<file path="src/rtl/can_pkg.sv">
// rtl/can_pkg.sv - shared CAN 2.0A constants, state encodings and field helpers
package can_pkg;

  // Receive FSM state encodings
  typedef logic [3:0] can_state_t;
  localparam logic [3:0] ST_IDLE    = 4'd0;
  localparam logic [3:0] ST_ID      = 4'd1;
  localparam logic [3:0] ST_RTR     = 4'd2;
  localparam logic [3:0] ST_CTRL    = 4'd3;
  localparam logic [3:0] ST_DATA    = 4'd4;
  localparam logic [3:0] ST_CRC     = 4'd5;
  localparam logic [3:0] ST_CRC_DEL = 4'd6;
  localparam logic [3:0] ST_ACK     = 4'd7;
  localparam logic [3:0] ST_ACK_DEL = 4'd8;
  localparam logic [3:0] ST_EOF     = 4'd9;
  localparam logic [3:0] ST_ERR     = 4'd10;

  localparam logic [14:0] CRC15_POLY = 15'h4599;

  localparam logic [1:0] ERR_STUFF = 2'd1;
  localparam logic [1:0] ERR_FORM  = 2'd2;
  localparam logic [1:0] ERR_CRC   = 2'd3;

  localparam int ID_LEN   = 11;
  localparam int DLC_LEN  = 4;
  localparam int CRC_LEN  = 15;
  localparam int EOF_LEN  = 7;
  // IDE + r0 + DLC
  localparam int CTRL_LEN = 2 + DLC_LEN;

  // Unstuffing is applied from SOF through the last CRC bit only
  function automatic logic stuff_active(input logic [3:0] st);
    return (st == ST_IDLE) || (st == ST_ID) || (st == ST_RTR) ||
           (st == ST_CTRL) || (st == ST_DATA) || (st == ST_CRC);
  endfunction

  // Number of data-field bits: none for remote frames, DLC above the cap is clamped
  function automatic logic [6:0] data_bit_count(input logic rtr, input logic [3:0] dlc,
                                                input int max_bytes);
    int n;
    if (rtr) n = 0;
    else if (int'(dlc) > max_bytes) n = max_bytes;
    else n = int'(dlc);
    return 7'(n * 8);
  endfunction

endpackage

</file>
<file path="src/rtl/can_crc15.sv">
// rtl/can_crc15.sv - serial CRC-15 (CAN polynomial), one bit per enable
module can_crc15 (
  input  logic        clk,
  input  logic        rst_n,
  input  logic        clr,
  input  logic        en,
  input  logic        din,
  output logic [14:0] rem
);
  import can_pkg::*;

  logic [14:0] base;
  logic [14:0] stepped;

  // A clear coinciding with an enable folds the new bit into an empty register
  always_comb begin
    base    = clr ? 15'd0 : rem;
    stepped = {base[13:0], 1'b0} ^ ((din ^ base[14]) ? CRC15_POLY : 15'd0);
  end

  // Remainder register
  always_ff @(posedge clk or negedge rst_n) begin
    if (!rst_n)   rem <= 15'd0;
    else if (en)  rem <= stepped;
    else if (clr) rem <= 15'd0;
  end

endmodule

</file>
<file path="src/rtl/can_frame_parser.sv">
// rtl/can_frame_parser.sv - CAN 2.0A receive frame parser downstream of the unstuffer
module can_frame_parser #(
  parameter int IDLE_BITS = 3,
  parameter int MAX_BYTES = 8
) (
  input  logic                   clk,
  input  logic                   rst_n,
  input  logic                   bit_valid,
  input  logic                   bit_in,
  input  logic                   stuff_err,
  output logic                   stuff_en,
  output logic                   frame_valid,
  output logic                   frame_err,
  output logic [1:0]             err_code,
  output logic [10:0]            frame_id,
  output logic                   frame_rtr,
  output logic [3:0]             frame_dlc,
  output logic [8*MAX_BYTES-1:0] frame_data
);
  import can_pkg::*;

  localparam int        DW       = 8 * MAX_BYTES;
  localparam int        IW       = $clog2(DW);
  localparam logic [7:0] IDLE_MAX = 8'(IDLE_BITS);

  logic [3:0]    state;
  logic [3:0]    state_nxt;
  logic [6:0]    bit_cnt;
  logic [7:0]    idle_cnt;
  logic [6:0]    data_bits;

  // Shadow copies of the fields, published only when the frame completes cleanly
  logic [10:0]   id_sh;
  logic          rtr_sh;
  logic [3:0]    dlc_sh;
  logic [DW-1:0] data_sh;

  logic          crc_clr;
  logic          crc_en;
  logic [14:0]   crc_rem;

  logic          sof;
  logic          last_bit;
  logic          stuff_hit;
  logic          form_hit;
  logic          crc_hit;
  logic          any_err;
  logic [3:0]    dlc_full;
  logic [IW-1:0] data_idx;

  // Field-end detection, error classification and next-state selection
  always_comb begin
    sof       = bit_valid && (state == ST_IDLE) && !bit_in && (idle_cnt >= IDLE_MAX);
    dlc_full  = {dlc_sh[2:0], bit_in};
    data_idx  = IW'(DW - 1) - IW'(bit_cnt);

    last_bit = 1'b0;
    case (state)
      ST_ID:   last_bit = (bit_cnt == 7'(ID_LEN - 1));
      ST_CTRL: last_bit = (bit_cnt == 7'(CTRL_LEN - 1));
      ST_DATA: last_bit = (bit_cnt == data_bits - 7'd1);
      ST_CRC:  last_bit = (bit_cnt == 7'(CRC_LEN - 1));
      ST_EOF:  last_bit = (bit_cnt == 7'(EOF_LEN - 1));
      default: last_bit = 1'b0;
    endcase

    stuff_hit = bit_valid && stuff_err && (state != ST_IDLE) && (state != ST_ERR);
    form_hit  = bit_valid && (((state == ST_CTRL) && (bit_cnt == 7'd0) && bit_in) ||
                              ((state == ST_CRC_DEL) && !bit_in) ||
                              ((state == ST_ACK_DEL) && !bit_in) ||
                              ((state == ST_EOF) && !bit_in));
    crc_hit   = bit_valid && (state == ST_CRC_DEL) && (crc_rem != 15'd0);
    any_err   = stuff_hit || form_hit || crc_hit;

    crc_clr = sof;
    crc_en  = sof || (bit_valid && ((state == ST_ID) || (state == ST_RTR) ||
                                    (state == ST_CTRL) || (state == ST_DATA) ||
                                    (state == ST_CRC)));

    state_nxt = state;
    if (bit_valid) begin
      if (any_err) begin
        state_nxt = ST_ERR;
      end else begin
        case (state)
          ST_IDLE:    if (sof) state_nxt = ST_ID;
          ST_ID:      if (last_bit) state_nxt = ST_RTR;
          ST_RTR:     state_nxt = ST_CTRL;
          ST_CTRL:    if (last_bit)
                        state_nxt = (data_bit_count(rtr_sh, dlc_full, MAX_BYTES) == 7'd0) ?
                                    ST_CRC : ST_DATA;
          ST_DATA:    if (last_bit) state_nxt = ST_CRC;
          ST_CRC:     if (last_bit) state_nxt = ST_CRC_DEL;
          ST_CRC_DEL: state_nxt = ST_ACK;
          ST_ACK:     state_nxt = ST_ACK_DEL;
          ST_ACK_DEL: state_nxt = ST_EOF;
          ST_EOF:     if (last_bit) state_nxt = ST_IDLE;
          ST_ERR:     if (bit_in && ((idle_cnt + 8'd1) >= IDLE_MAX)) state_nxt = ST_IDLE;
          default:    state_nxt = ST_IDLE;
        endcase
      end
    end
  end

  can_crc15 u_crc (
    .clk   (clk),
    .rst_n (rst_n),
    .clr   (crc_clr),
    .en    (crc_en),
    .din   (bit_in),
    .rem   (crc_rem)
  );

  // Frame walk: state, bit counter, shadow capture and registered result outputs
  always_ff @(posedge clk or negedge rst_n) begin
    if (!rst_n) begin
      state       <= ST_IDLE;
      bit_cnt     <= 7'd0;
      idle_cnt    <= 8'd0;
      data_bits   <= 7'd0;
      id_sh       <= 11'd0;
      rtr_sh      <= 1'b0;
      dlc_sh      <= 4'd0;
      data_sh     <= '0;
      stuff_en    <= 1'b1;
      frame_valid <= 1'b0;
      frame_err   <= 1'b0;
      err_code    <= 2'd0;
      frame_id    <= 11'd0;
      frame_rtr   <= 1'b0;
      frame_dlc   <= 4'd0;
      frame_data  <= '0;
    end else begin
      frame_valid <= 1'b0;
      frame_err   <= 1'b0;
      state       <= state_nxt;
      stuff_en    <= stuff_active(state_nxt);

      if (state_nxt != state) bit_cnt <= 7'd0;
      else if (bit_valid)     bit_cnt <= bit_cnt + 7'd1;

      if (bit_valid) begin
        if (any_err) begin
          frame_err <= 1'b1;
          err_code  <= stuff_hit ? ERR_STUFF : (form_hit ? ERR_FORM : ERR_CRC);
          idle_cnt  <= 8'd0;
        end else begin
          case (state)
            ST_IDLE: begin
              if (bit_in) begin
                if (idle_cnt < IDLE_MAX) idle_cnt <= idle_cnt + 8'd1;
              end else begin
                idle_cnt <= 8'd0;
                if (sof) begin
                  id_sh   <= 11'd0;
                  rtr_sh  <= 1'b0;
                  dlc_sh  <= 4'd0;
                  data_sh <= '0;
                end
              end
            end
            ST_ID:   id_sh  <= {id_sh[ID_LEN-2:0], bit_in};
            ST_RTR:  rtr_sh <= bit_in;
            ST_CTRL: begin
              if (bit_cnt >= 7'd2) dlc_sh <= dlc_full;
              if (last_bit) data_bits <= data_bit_count(rtr_sh, dlc_full, MAX_BYTES);
            end
            ST_DATA: data_sh[data_idx] <= bit_in;
            ST_EOF: begin
              if (last_bit) begin
                frame_valid <= 1'b1;
                frame_id    <= id_sh;
                frame_rtr   <= rtr_sh;
                frame_dlc   <= dlc_sh;
                frame_data  <= data_sh;
                idle_cnt    <= 8'd0;
              end
            end
            ST_ERR: begin
              if (!bit_in)                   idle_cnt <= 8'd0;
              else if (state_nxt == ST_IDLE) idle_cnt <= 8'd0;
              else                           idle_cnt <= idle_cnt + 8'd1;
            end
            default: ;
          endcase
        end
      end
    end
  end

endmodule

</file>
<file path="config.mk">
export PLATFORM = sky130hd
export DESIGN_NAME = can_frame_parser
export DESIGN_NICKNAME = d
export VERILOG_FILES = /design/src/rtl/can_pkg.sv /design/src/rtl/can_crc15.sv /design/src/rtl/can_frame_parser.sv
export SDC_FILE = /design/constraint.sdc
export NUM_CORES = 1
export LEC_CHECK = 0
export CAP_MARGIN = 20
export CORE_ASPECT_RATIO = 1.1
export CORE_UTILIZATION = 55
export CTS_CLUSTER_DIAMETER = 40
export DETAILED_ROUTE_END_ITERATION = 7
export HOLD_SLACK_MARGIN = 0.05
export PLACE_DENSITY = 0.8
export SLEW_MARGIN = 10
export SYNTH_ARGS = -nofsm -noshare
export SYNTH_HDL_FRONTEND = slang
export SYNTH_SLANG_ARGS = --single-unit
</file>
<file path="constraint.sdc">
create_clock -name clk -period 5.38 [get_ports clk]
set_input_delay 1.076 -clock clk [delete_from_list [all_inputs] [get_ports clk]]
set_output_delay 1.076 -clock clk [all_outputs]
set_load 0.05 [all_outputs]
</file>
* Yosys cells after proc, flatten, opt, wreduce, memory -nomap -nowiden
Cells that the tools add are included. W data, S select, Z words.
Storage, ports and cells: ROM bits 0, register bits 203, input port bits 5, RAM bits 0, memories kept 0, bits in latches 0, word-level logic and storage cells 165, output and inout bits 85
Operators by class: bitwise gates (word level) 3, $add $sub $neg 4, div/mod/pow operators 0, shift operators 0, reductions and logical operators 53, eq/ne operators 27, $lt $le $gt $ge 7, multiplexer cells 54, multipliers 0
Operator list (count):
- $mux W64 | 2
- $pmux W64 S2 | 1
- $mux W4 | 18
- $bwmux W64 | 1
- $mux W8 | 6
- $mux W15 | 3
- $pmux W4 S11 | 1
- $eq A4 B3 Y1 const B | 6
- $pmux W8 S3 | 1
- $mux W11 | 2
- $pmux W11 S2 | 1
- $logic_and A1 B1 Y1 | 17
- $eq A4 B2 Y1 const B | 4
- $ge A8 B2 Y1 const B | 2
- $logic_or A1 B1 Y1 | 15
- $reduce_and A5 Y1 | 3
- $reduce_bool A15 Y1 | 1
- $xor A15 B15 Y15 | 1
- $eq A7 B3 Y1 const B | 2
- $eq A7 B4 Y1 const B | 2
- $logic_not A7 Y1 | 2
- $mux W7 | 2
- $eq A4 B4 Y1 const B | 3
- $reduce_and A4 Y1 | 3
- other kinds (31) | 49

* Depth between registers and ports, before layout
depth after elaboration 23, gate-level depth with buffers 12, mapped depth without buffers 10

* Hierarchy
Synthesis repeated with hierarchy kept, for this count alone.
Second synthesis, totals: cells, all modules 1050, area, all modules 9325.2 um^2
By module, submodules not included:
- can_frame_parser | times used 1, sequential area each 4705.8 um^2, cells an instance 981, area each 8608.3 um^2
- can_crc15 | times used 1, sequential area each 375.4 um^2, cells an instance 69, area each 716.9 um^2

* Worst setup path before layout
OpenSTA, ideal clock, no wires.
path kind input to register, start input bit_valid, end register bit_cnt[2], stages 8, slack 2.547 ns, arrival 2.765 ns, setup time 0.068 ns, path buffers 1, required time 5.312 ns, cell sequence clkbuf_1 -> inv_1 -> a2111oi_4 -> and2_1 -> a31oi_1 -> nor4_2 -> o2111ai_2 -> and4bb_1
On the way: word-level cells in the longest chain between the ends 9, elaborated cells on any way between the ends 18, those cells by class 1 x eq/ne; 5 x mux; 12 x reduce/logical
RTL lines:
- start, declared | line can_frame_parser.sv:8 | input logic bit_valid,
- $logic_and A1 B1 Y1 (on tied branches) (3 in series) | line can_frame_parser.sv:53, can_frame_parser.sv:67
- $mux W4 / $logic_or A1 B1 Y1 (equally long branches) | line can_frame_parser.sv:86, can_frame_parser.sv:73
- $pmux W4 S11 / $logic_or A1 B1 Y1 (equally long branches) | line can_frame_parser.sv:85, can_frame_parser.sv:73
- $mux W4 | line can_frame_parser.sv:82 | if (any_err) begin
- $mux W4 | line can_frame_parser.sv:81 | if (bit_valid) begin
- $ne A4 B4 Y1 | line can_frame_parser.sv:139 | if (state_nxt != state) bit_cnt <= 7'd0;
- $mux W7 / $reduce_bool A2 Y1 (equally long branches)
- end signal, assigned | line can_frame_parser.sv:140 | else if (bit_valid) bit_cnt <= bit_cnt + 7'd1;
- end, declared | line can_frame_parser.sv:28 | logic [6:0] bit_cnt;
Parallel ways exist; a longest one is shown, timed or not. A chain may end at the register's enable or synchronous reset.

* Final worst setup path
start register state[3], end register frame_data[31]
On the way: word-level cells in the longest chain between the ends 11, elaborated cells on any way between the ends 27, those cells by class 8 x eq/ne; 1 x mux; 1 x bitwise; 17 x reduce/logical
RTL lines:
- start, declared | line can_frame_parser.sv:26 | logic [3:0] state;
- start signal, assigned | line can_frame_parser.sv:136 | state <= state_nxt;
- $eq A4 B2 Y1 | line can_frame_parser.sv:58, can_frame_parser.sv:68
- $logic_and A1 B1 Y1 (2 in series) | line can_frame_parser.sv:68 | form_hit = bit_valid && (((state == ST_CTRL) && (bit_cnt == 7'd0) && bit_in) ||
- $logic_or A1 B1 Y1 | line can_frame_parser.sv:68
- $logic_or A1 B1 Y1 | line can_frame_parser.sv:69 | ((state == ST_CRC_DEL) && !bit_in) ||
- $logic_or A1 B1 Y1 | line can_frame_parser.sv:70 | ((state == ST_ACK_DEL) && !bit_in) ||
- $logic_and A1 B1 Y1 | line can_frame_parser.sv:68
- $logic_or A1 B1 Y1 (2 in series) | line can_frame_parser.sv:73 | any_err = stuff_hit || form_hit || crc_hit;
- $not A1 Y1 (no source line)
- $reduce_and A4 Y1 (no source line) (*)
- end signal, assigned | line can_frame_parser.sv:175 | frame_data <= data_sh;
- end, declared | line can_frame_parser.sv:18 | output logic [8*MAX_BYTES-1:0] frame_data
Every way passes the cells marked *; elsewhere a longest branch is shown, timed or not.

==> impl_metrics.env <==
export IMPL_cts_buffers=24
export IMPL_ant_nets=0
export IMPL_finalHoldViolCount=0
export IMPL_clock_sinks=203
export IMPL_routed_via_density=6.11
export IMPL_p_per_area_nw_per_um2=372
export IMPL_finalSetupTns_ns=0
export IMPL_place_congestion=0.914
export IMPL_fmax_mhz=256
export IMPL_crit_arrival_ns=4.29
export IMPL_fin_crit_sh_pct=72.6
export IMPL_path_cells="or4b_2 > o21ai_1 > o311ai_2 > nor3_2 > nand3_4 > buf_4 > mux2_2"
export IMPL_grt_remaining_overflow=0
export IMPL_hold_class="reg -> reg"
export IMPL_dp_cells=1153
export IMPL_portBuffers=89
export IMPL_die_y_um=138
export IMPL_clkLatencyLatePin_ns=0.51
export IMPL_netlist_area_um2=9280
export IMPL_num_vias=7324
export IMPL_synth_fp_nets=920
export IMPL_fillers=1256
export IMPL_clockBufferDepth=3
export IMPL_crit_path_max_fanout=55
export IMPL_maxCapViolations=0
export IMPL_layout_drive_gt1_share_pct=14.3
export IMPL_fin_crit_ns=3.91
export IMPL_fin_worst_skew_ns=0.0156
export IMPL_synth_cell_type_count=68
export IMPL_critPathBufInv=1
export IMPL_wl_per_cell_um=18.9
export IMPL_status="finished, final reports clean"
export IMPL_ys_seq_area_share_pct=54.7
export IMPL_syn_to_final_growth_pct=19.5
export IMPL_critical_path_class="reg -> reg"
export IMPL_crit_required_ns=5.76
export IMPL_instances_no_fill=1198
export IMPL_async_reset_ff_share_pct=100
export IMPL_crit_family="simple AND/OR/NAND/NOR gates"
export IMPL_drt_wl_total_um=22600
export IMPL_power_leakage_uw=0.00504
export IMPL_finalSetupViolCount=0
export IMPL_core_um2=16400
export IMPL_cts_hold_buf=0
export IMPL_rows=49
export IMPL_p_total_uw=4130
export IMPL_root_buffer="clkbuf_16"
export IMPL_start_kind="register"
export IMPL_slew_headroom_pct=27.3
export IMPL_grt_usage_pct=26.9
export IMPL_die_area_um2=17400
export IMPL_grt_pass1_vias=7220
export IMPL_worstMarginPinSlew_ns=1.08
export IMPL_io_pins=90
export IMPL_rsz0062_at_grt="no"
export IMPL_synth_edf_count=0
export IMPL_slowest_delay_ns=1.13
export IMPL_yosysWarnings=0
export IMPL_cts_resized=0
export IMPL_htreeDepth=1
export IMPL_dp_hpwl_um=14500
export IMPL_finalNetCount=986
export IMPL_drtPass1Iterations=5
export IMPL_grt_start_max_net_pins=127
export IMPL_die_w_um=126
export IMPL_synth_seq_cells=203
export IMPL_worst_ir_drop_vdd_uv=289
export IMPL_drc=0
export IMPL_diodes=0
export IMPL_syn_area_per_cell_um2=10.2
export IMPL_endpoint_kind="register"
export IMPL_syn_inst=910
export IMPL_grt_pass1_wl_um=37600
export IMPL_drv_slew=0
export IMPL_start_util_pct=56.5
export IMPL_clk_pin_slew_ns=0.06
export IMPL_cts_tree="built"
export IMPL_drt_iter0_markers=682
export IMPL_cp_slowest_cell="or4b_2"
export IMPL_synth_flop_cell="dfrtp_1"
export IMPL_antenna_found_initial=0
export IMPL_post_cts_repair_setup_buffers=0
## final timing paths
kind,from,to,slack [ns],depth (start not counted)
min reg2reg,frame_id[6]$_DFFE_PN0P_,frame_id[6]$_DFFE_PN0P_,0.48,2
max in group asynchronous,rst_n,frame_data[2]$_DFFE_PN0P_,3.54,2
max reg2reg,state[3]$_DFF_PN0_,frame_data[31]$_DFFE_PN0P_,1.47,7
min in group asynchronous,rst_n,frame_data[45]$_DFFE_PN0P_,0.69,1
max,state[3]$_DFF_PN0_,frame_data[31]$_DFFE_PN0P_,1.47,7
min,frame_id[6]$_DFFE_PN0P_,frame_id[6]$_DFFE_PN0P_,0.48,2
## Yosys cell counts, types with 3 or more instances
cell type | number | area (um^2)
and3_1 | 5 | 31.3
nor3b_1 | 10 | 75.1
nand3_1 | 21 | 105
o31ai_1 | 5 | 37.5
mux2_2 | 66 | 743
or3_1 | 4 | 25.0
xor2_1 | 7 | 61.3
nor2_1 | 22 | 82.6
buf_1 | 7 | 26.3
and2_1 | 9 | 56.3
dfrtp_1 | 202 | 5050
buf_2 | 15 | 75.1
o21ai_0 | 169 | 846
inv_1 | 26 | 97.6
mux2i_1 | 3 | 30.0
clkbuf_1 | 41 | 154
a21o_1 | 3 | 22.5
nand2b_1 | 3 | 18.8
o21ai_1 | 7 | 35.0
xnor2_1 | 14 | 123
a21oi_1 | 92 | 460
nand2_1 | 85 | 319
ha_1 | 5 | 62.6
nand3b_1 | 3 | 22.5
nand4_1 | 7 | 43.8
nor4_1 | 9 | 56.3
o2111ai_1 | 3 | 26.3
nor3_1 | 13 | 65.1
## area by class of cell
type,count,area [um^2],area share (%)
clock buffer,32,682,6.15
clock inverter,12,111,1.00
multi-input combinational,616,3850,34.7
timing repair buffer,105,1010,9.13
tap,204,255,2.30
sequential,203,5080,45.8
inverter,26,97.6,0.880
## placed cells by master (no fill, tap or decap), types with 13 or more instances in the layout
cell type / synthesis / routed
o21ai_0: 169 / 169
xnor2_1: 14 / 14
nand2_1: 85 / 85
clkbuf_16: 0 / 25
mux2_2: 66 / 66
nand3_1: 21 / 20
a21oi_1: 92 / 92
buf_4: 2 / 15
clkdlybuf4s50_1: 0 / 88
nor2_1: 22 / 22
dfrtp_1: 202 / 202
nor3_1: 13 / 13
inv_1: 26 / 26
## metal layers
layer	GRT usage, %	up-vias	share of wire (%)
met2	44.8	292	49
met3	4.80	75	6.6
met5	0	-	0
met4	10.9	0	3.5
met1	34.9	3573	41
li1	-	3384	-
## through the flow
step / cell area, um^2 / setup slack [ns] / utilization (%) / hold WS [ns]
final: 11100 / 1.47 / 67.5 / 0.475
after global routing: 11100 / 1.25 / 67.5 / 0.511
after CTS: 11100 / 1.50 / 67.5 / 0.482
after detailed placement: 10300 / 1.44 / 62.6 / 0.469
after global placement: 10300 / 1.48 / 62.6 / 0.462
after floorplan: 9280 / 2.55 / - / 0.445
## flip-flops by register name, summed over array words and instances, names as in the netlist, 2 cells and up
name / flops
err_code: 2
dlc_sh: 4
idle_cnt: 8
bit_cnt: 7
state: 4
frame_data: 64
u_crc.rem: 15
frame_dlc: 4
data_sh: 64
data_bits: 4
frame_id: 11
id_sh: 11
## logic make-up (layout without fill, tap and decap cells)
kind of cell / after synthesis / in the layout / share of synthesized area [%]
multiplexers: 69 / 69 / 8.33
XOR/XNOR: 21 / 21 / 1.98
AND/OR/NAND/NOR: 210 / 210 / 11.7
flip-flops: 203 / 203 / 54.7
buffers and inverters: 91 / 175 / 3.96
AO/OA/AOI/OAI: 311 / 311 / 18.6
adder cells (fa/ha/maj): 5 / 5 / 0.674
## worst reg2reg max path, delay by kind of cell (launching register included)
kind / cells / cell delay [ns]
compound gates: 2 / 0.45
buf+inv: 1 / 0.35
flops: 1 / 0.71
mux: 1 / 0.37
simple gates: 3 / 1.92
## power breakdown
part,leakage [uW],switching (uW),internal (uW)
Clock,0.000382,632,947
Combinational,0.00192,504,261
Sequential,0.00275,146,1640
Total,0.00504,1280,2840
No activity file was read; power rests on OpenSTA's default activity.
